$ cat config.mk
export PLATFORM = sky130hd
export DESIGN_NAME = fetch_stage
export DESIGN_NICKNAME = d
export VERILOG_FILES = /design/src/rtl/fetch_stage.sv
export SDC_FILE = /design/constraint.sdc
export NUM_CORES = 1
export LEC_CHECK = 0
export CAP_MARGIN = 5
export CORE_UTILIZATION = 52
export CTS_CLUSTER_SIZE = 8
export DETAILED_ROUTE_END_ITERATION = 8
export PLACE_DENSITY = 0.81
export SKIP_LAST_GASP = 1
export SYNTH_ARGS = -nofsm -noshare
export SYNTH_HDL_FRONTEND = slang
export SYNTH_SLANG_ARGS = --single-unit
$ cat constraint.sdc
create_clock -name clk -period 4.45 [get_ports clk]
set_input_delay 1.335 -clock clk [delete_from_list [all_inputs] [get_ports clk]]
set_output_delay 1.335 -clock clk [all_outputs]
set_load 0.1 [all_outputs]
$ cat src/rtl/fetch_stage.sv
// fetch_stage
//   Instruction-fetch front end: program counter, run-time writable branch
//   target LUT, IF/ID pipeline register, halt detection and a saturating
//   retired-instruction counter. Instruction memory is external and
//   combinational: imem_addr is the PC register, imem_data returns the same
//   cycle.
//
// Ports
//   clk, reset            single clock, synchronous active-high reset
//   stall                 hold PC and IF/ID
//   br_taken/br_rel/br_idx   branch in ID: taken flag, relative flag, LUT index
//   lut_we/lut_waddr/lut_wdata   LUT write port
//   imem_addr / imem_data fetch address (PC) / fetched instruction
//   id_instr/id_pc/id_valid  IF/ID register contents
//   retired               count of instructions that left ID (saturating)
//   done                  sticky halt flag
module fetch_stage #(
    parameter int D  = 10,
    parameter int W  = 9,
    parameter int L  = 4,
    parameter int CW = 16
) (
    input  logic          clk,
    input  logic          reset,
    input  logic          stall,
    input  logic          br_taken,
    input  logic          br_rel,
    input  logic [L-1:0]  br_idx,
    input  logic          lut_we,
    input  logic [L-1:0]  lut_waddr,
    input  logic [D-1:0]  lut_wdata,
    output logic [D-1:0]  imem_addr,
    input  logic [W-1:0]  imem_data,
    output logic [W-1:0]  id_instr,
    output logic [D-1:0]  id_pc,
    output logic          id_valid,
    output logic [CW-1:0] retired,
    output logic          done
);

    localparam int N = 2**L;

    // Action taken at the next edge, in priority order.
    typedef enum logic [2:0] {
        A_FROZEN,   // done already set: everything holds, ID bubbles
        A_HALT,     // halt pattern in ID: set done, hold like a stall
        A_BRANCH,   // taken branch: redirect PC, flush ID
        A_STALL,    // hold PC and IF/ID
        A_RUN       // sequential fetch
    } action_t;

    typedef struct packed {
        logic [W-1:0] instr;
        logic [D-1:0] pc;
        logic         valid;
    } ifid_t;

    logic [N-1:0][D-1:0] lut;
    logic [D-1:0]        pc_q, pc_nx;
    ifid_t               ifid_q, ifid_nx;
    logic [CW-1:0]       ret_q, ret_nx;
    logic                done_q, done_nx;

    logic                is_halt_instr;
    logic                halt_det;
    logic                br_go;
    logic                ret_inc;
    logic [D-1:0]        lut_rd;
    logic [D-1:0]        br_tgt;
    action_t             action;

    // ------------------------------------------------------------------
    // Decode
    // ------------------------------------------------------------------
    assign is_halt_instr = (ifid_q.instr == {W{1'b1}});
    assign halt_det      = ifid_q.valid && is_halt_instr && !done_q;
    assign br_go         = br_taken && ifid_q.valid && !done_q;

    // LUT read is combinational from the registered array, so a write on the
    // same edge is not visible until the following cycle.
    assign lut_rd = lut[br_idx];

    // Relative targets: D-bit two's-complement offset, sum wraps mod 2^D.
    assign br_tgt = br_rel ? (ifid_q.pc + lut_rd) : lut_rd;

    // An instruction leaves ID whenever the register is not held; a branch
    // that wins over a simultaneous stall is not counted.
    assign ret_inc = ifid_q.valid && !stall && !done_q && !is_halt_instr;

    always_comb begin
        action = A_RUN;
        if (done_q)
            action = A_FROZEN;
        else if (halt_det)
            action = A_HALT;    // a halt instruction is never a branch
        else if (br_go)
            action = A_BRANCH;
        else if (stall)
            action = A_STALL;
    end

    // ------------------------------------------------------------------
    // Next state
    // ------------------------------------------------------------------
    always_comb begin
        pc_nx   = pc_q;
        ifid_nx = ifid_q;
        done_nx = done_q;
        ret_nx  = ret_q;

        case (action)
            A_FROZEN: begin
                ifid_nx.valid = 1'b0;
            end
            A_HALT: begin
                done_nx       = 1'b1;
                ifid_nx.valid = 1'b0;
            end
            A_BRANCH: begin
                pc_nx         = br_tgt;
                ifid_nx.valid = 1'b0;
            end
            A_STALL: begin
                // hold
            end
            A_RUN: begin
                pc_nx         = pc_q + 1'b1;
                ifid_nx.instr = imem_data;
                ifid_nx.pc    = pc_q;
                ifid_nx.valid = 1'b1;
            end
            default: begin
                // hold
            end
        endcase

        if (ret_inc && (ret_q != {CW{1'b1}}))
            ret_nx = ret_q + 1'b1;
    end

    // ------------------------------------------------------------------
    // Registers
    // ------------------------------------------------------------------
    always_ff @(posedge clk) begin
        if (reset) begin
            pc_q   <= '0;
            ifid_q <= '0;
            ret_q  <= '0;
            done_q <= 1'b0;
        end else begin
            pc_q   <= pc_nx;
            ifid_q <= ifid_nx;
            ret_q  <= ret_nx;
            done_q <= done_nx;
        end
    end

    // LUT writes are independent of stall/done; reset still wins.
    always_ff @(posedge clk) begin
        if (reset)
            lut <= '0;
        else if (lut_we)
            lut[lut_waddr] <= lut_wdata;
    end

    // ------------------------------------------------------------------
    // Outputs
    // ------------------------------------------------------------------
    assign imem_addr = pc_q;
    assign id_instr  = ifid_q.instr;
    assign id_pc     = ifid_q.pc;
    assign id_valid  = ifid_q.valid;
    assign retired   = ret_q;
    assign done      = done_q;

endmodule

* After elaboration in Yosys (flattened, before gate mapping)
Cells that the tools add are included.
** Storage, ports and cells
- Register bits after elaboration :: 207
- Input port bits :: 33
- Output and inout bits :: 47
- Word-level logic and storage cells :: 61
** Cells by class
- $add $sub $neg :: 3
- Order comparisons :: 3
- Equality and inequality tests :: 5
- Muxes and demuxes :: 12
- Reductions and logical operators :: 16
** Operators by type and width (count)
- $bwmux 160 :: 1
- $bmux 10 s4 :: 1
- $demux 10 s4 :: 1
- $mux 10 :: 3
- $pmux 10 s2 :: 1
- $add 16x1->16 const B :: 1
- $ne 16x16->1 const B :: 1
- $mux 3 :: 4
- $add 10x1->10 const B :: 1
- $add 10x10->10 :: 1
- $lt 4x5->1 const B :: 2
- $eq 9x9->1 const B :: 1
- $logic_and 1x1->1 :: 9
- $ge 4x1->1 const B :: 1
- $reduce_bool 2->1 :: 2
- $eq 3x1->1 const B :: 1
- $eq 3x2->1 const B :: 1
- $eq 3x3->1 const B :: 1
- $logic_not 1->1 :: 3
- $logic_not 3->1 :: 1
- $reduce_or 3->1 :: 1
- $pmux 1 s2 :: 1

* Longest topological paths before layout
Gate-level depths: netlist of run 1.
- Depth in word-level cells :: 8
- Gate-level depth with buffers :: 13
- Depth with buffers taken out :: 11

* Worst setup path after synthesis of run 1
Ideal clock, no wire load.
- Kind :: input -> register
- Start :: input port br_idx[1]
- End :: register pc_q[8], in the netlist imem_addr[8]
- Setup time :: 91 ps
- Arrival :: 4143 ps
- Data required time :: 4359 ps
- Path slack :: 216 ps
- Stages :: 12
- Path buffers :: 2
- Path through :: buf_2 buf_2 mux4_2 mux2i_1 mux2i_1 fa_1 a211oi_1 o21bai_1 a2111oi_0 nor3_1 xnor2_1 a311oi_1
** On the way
- Longest elaborated chain between the ends :: 5
** RTL lines
- from (decl) :: line 28 : input logic [L-1:0] br_idx,
- $bmux 10 s4 (*) :: line 81 : assign lut_rd = lut[br_idx];
- $mux 10 (not written as such) (*) :: line 81
- $add 10x10->10 :: line 84 : assign br_tgt = br_rel ? (ifid_q.pc + lut_rd) : lut_rd;
- $mux 10 (*) :: line 84
- $pmux 10 s2 (*) :: line 111 : case (action)
- to (signal assigned) :: line 151 : pc_q <= pc_nx;
- to (decl) :: line 59 : logic [D-1:0] pc_q, pc_nx;
Mark *: on every way between the ends. The rest lies on a longest branch, timed or not. The select of a mux whose other input is x is not followed.
A chain may end at the register's enable or synchronous reset.

* Worst setup path after layout of run 1
- Start :: input port br_idx[2]
- End :: register pc_q[8], in the netlist imem_addr[8]
The elaborated chain is that of the path after synthesis.

==> results of run 1 <==
[layer usage]
| metal | wire [um] | part of all wire (%) |
|---|---|---|
| met1 | 9671 | 41 |
| met2 | 11150 | 48 |
| met3 | 1710 | 7.3 |
| met4 | 777 | 3.3 |
| met5 | 0 | 0 |
[cells in the mapped netlist (3+ instances only)]
cell	count
a211oi_1	10
a21o_1	3
a21oi_1	41
and3_1	6
buf_2	11
clkbuf_1	48
dfxtp_1	207
ha_1	11
inv_1	8
mux2i_1	161
mux4_2	45
nand2_1	74
nand2b_1	3
nand3_1	13
nand3b_1	4
nand4_1	8
nor2_1	181
nor2_2	9
nor2b_1	4
nor3_1	18
nor3b_1	4
o21a_1	4
o21ai_0	15
o22ai_1	3
o311a_1	3
or3_1	5
xnor2_1	7
xor2_1	13
[path summary, 6_finish.rpt]
check                               to  cells after the start  slack (ns)                 start
max          imem_addr[8]$_SDFFE_PP0P_                     12        0.23             br_idx[2]
min               lut[36]$_SDFFE_PP0P_                      2        0.45  lut[36]$_SDFFE_PP0P_
max reg2reg  imem_addr[8]$_SDFFE_PP0P_                     11        1.17  lut[70]$_SDFFE_PP0P_
min reg2reg       lut[36]$_SDFFE_PP0P_                      2        0.45  lut[36]$_SDFFE_PP0P_
[worst min-delay path: stages, from the launching register on]
cell	delay, ns
dfxtp_1	0.30
nand2_1	0.05
a21oi_1	0.05
[power by group]
part / total, mW / switching, mW / leakage (nW) / internal [mW]
Clock: 1.88 / 0.744 / 0.368 / 1.14
Sequential: 1.92 / 0.0282 / 1.67 / 1.89
Combinational: 0.459 / 0.300 / 2.38 / 0.159
[logic make-up after synthesis]
kind of cell    after synthesis  synth area share [%]
compound gates               96                 6.393
xor+xnor                     20                 1.853
fa+ha+maj                    12                 1.668
buf+inv                      70                 3.124
flops                       207                 43.84
mux                         207                 27.89
simple gates                335                 15.24
[state kept, by name, summed over array words and instances (netlist names)]
register	flops
lut	160
retired	16
id_pc	10
imem_addr	10
id_instr	9
done	1
id_valid	1
[final cells by class]
| type | instances | area [um^2] | share of cell area [%] |
|---|---|---|---|
| timing repair buffer | 126 | 1185 | 10.39 |
| clock inverter | 1 | 20.02 | 0.1756 |
| multi-input combinational | 670 | 5014 | 43.97 |
| sequential | 207 | 4144 | 36.34 |
| tap | 225 | 281.5 | 2.469 |
| inverter | 8 | 30.03 | 0.2633 |
| clock buffer | 30 | 729.5 | 6.397 |
[stage by stage]
stage	util (%)	instance area, um^2	setup TNS, ns	worst slack, ns
floorplan	-	9453	0	0.2160
global placement	60.75	10650	-0.2936	-0.1529
detailed placement	60.75	10650	-0.5271	-0.2417
CTS	65.03	11400	0	0.2344
global route	65.03	11400	0	0.03360
finish	65.03	11400	0	0.2289
[cells in the final DEF (no fill, tap or decap), types with 15 or more instances in the layout]
| cell type | count |
|---|---|
| a21oi_1 | 41 |
| buf_4 | 43 |
| clkbuf_16 | 29 |
| clkdlybuf4s50_1 | 76 |
| dfxtp_1 | 207 |
| mux2i_1 | 161 |
| mux4_2 | 45 |
| nand2_1 | 74 |
| nor2_1 | 181 |
| nor3_1 | 18 |
| o21ai_0 | 15 |
==> flow_summary.toml, run 1 <==
[global_routing]
grt_use_met2_pct = 43.15
busiest_layer = "met2"
overflow = 0
grtUsageTotal_pct = 25.44
grt_pass1_vias = 7127
grt_use_met1_pct = 31.77
grt_max_degree = 123
met3_usage_pct = 4.926
grt_pass1_wl_um = 37080
antenna_found_initial = 0

[drt]
antenna_left = 0
wl_per_cell_um = 18.39
dr.pass1.iters = 5
viasPerCell = 5.821
vias = 7375
drcViolationCount = 0
drt_iter0_drc = 435
drt_wl_total_um = 23310

[timing]
fin_crit_ns = 4.221
fmax_ghz = 0.2369
hold_viol_final = 0
finalSetupViolCount = 0
final_max_slew_viol_count = 0
min_period_over_period_pct = 94.86
grt_setup_unrepaired = "no"
whs_ns = 0.4530
slew_headroom_pct = 32.79
tightest_slew_ns = 1.005
skew_ns = 0.007486

[layout]
layout.cells.non_filler = 1267
n_antenna_cell = 0
syn_to_final_growth_pct = 20.63
drive_gt1_share_pct = 13.34
fill_cells = 1365
fin_nets = 1087

[clock_tree]
clkSinkCount = 207
clock-root-buffer = "clkbuf_16"
cts_hold_buffers = 0
cts_tree = "done"
cts_buffers = 29
clkTransAtPathRegs_ns = 0.05
cts_buffer_depth = 3
cts_resized = 0
postCtsSetupRepairBufs = 0
h-tree-depth = 1
clock_latency_ns = 0.53

[min_path]
hp-class = "flip-flop to flip-flop"

[yosys]
synth_top_area_share_pct = 43.84
syn_nets = 992
seq_area_frac_synth_pct = 43.84
yosysWarnings = 0
yosys.area.top_type = "dfxtp_1"
syn_area_per_cell_um2 = 9.982
ys.flop_type = "dfxtp_1"
synth_edf_count = 0
synth_area_leaders = "dfxtp_1, mux2i_1, mux4_2"
async_flop_share_pct = 0
syn_inst = 947
synth.ff_latch_count = 207
synth_cell_types = 48
syn_area_um2 = 9453

[flow_run]
cap_violations = 0

[power]
max-vdd-ir-drop_mv = 0.3429
power_mw = 4.265
leakagePower_nw = 4.423
p_per_area_nw_per_um2 = 374.1

[worst_setup_path]
crit_type = "input port to flip-flop"
crit_family = "compound AO/OA/AOI/OAI gates"
cp_common_cell = "mux2i_1"
cp_num_buf_inv = 2
start_kind = "input port"
max_stage_delay_ns = 0.57
critPathCaptureType = "flip-flop"
crit_slowest_cell = "clkdlybuf4s50_1"
crit_fanout = 13
crit_chain = "clkdlybuf4s50_1, buf_4, mux2i_1, mux2i_1, ha_1, fa_1, a211oi_1, o21bai_1, a2111oi_0, nor3_1, xnor2_1, a311oi_1"
worstPathRequired_ns = 4.90
cp_data_arrival_time_ns = 4.67

[die]
die_h_um = 136.8
die_x_um = 136.8
start_util_pct = 53.90
placementRows = 48
die_area_um2 = 18720
core-area_um2 = 17540
io_pins = 80

[placed_design]
dp_hpwl_um = 15460
place_inst = 1236
gp_congestion = 0.8550
port_buffers = 79

[outcome]
status = "complete, no violations"
No activity file was read; power rests on OpenSTA's default activity.
==> run 2, diff against run 1 <==
- CAP_MARGIN: 5 -> 10
==> results of run 2 <==
No change in the layout: final DEF, timing and power equal those of run 1.
==> run 3, diff against run 2 <==
- CTS_CLUSTER_DIAMETER: not set -> 80
==> results of run 3 <==
No change in the layout: final DEF, timing and power equal those of run 1.
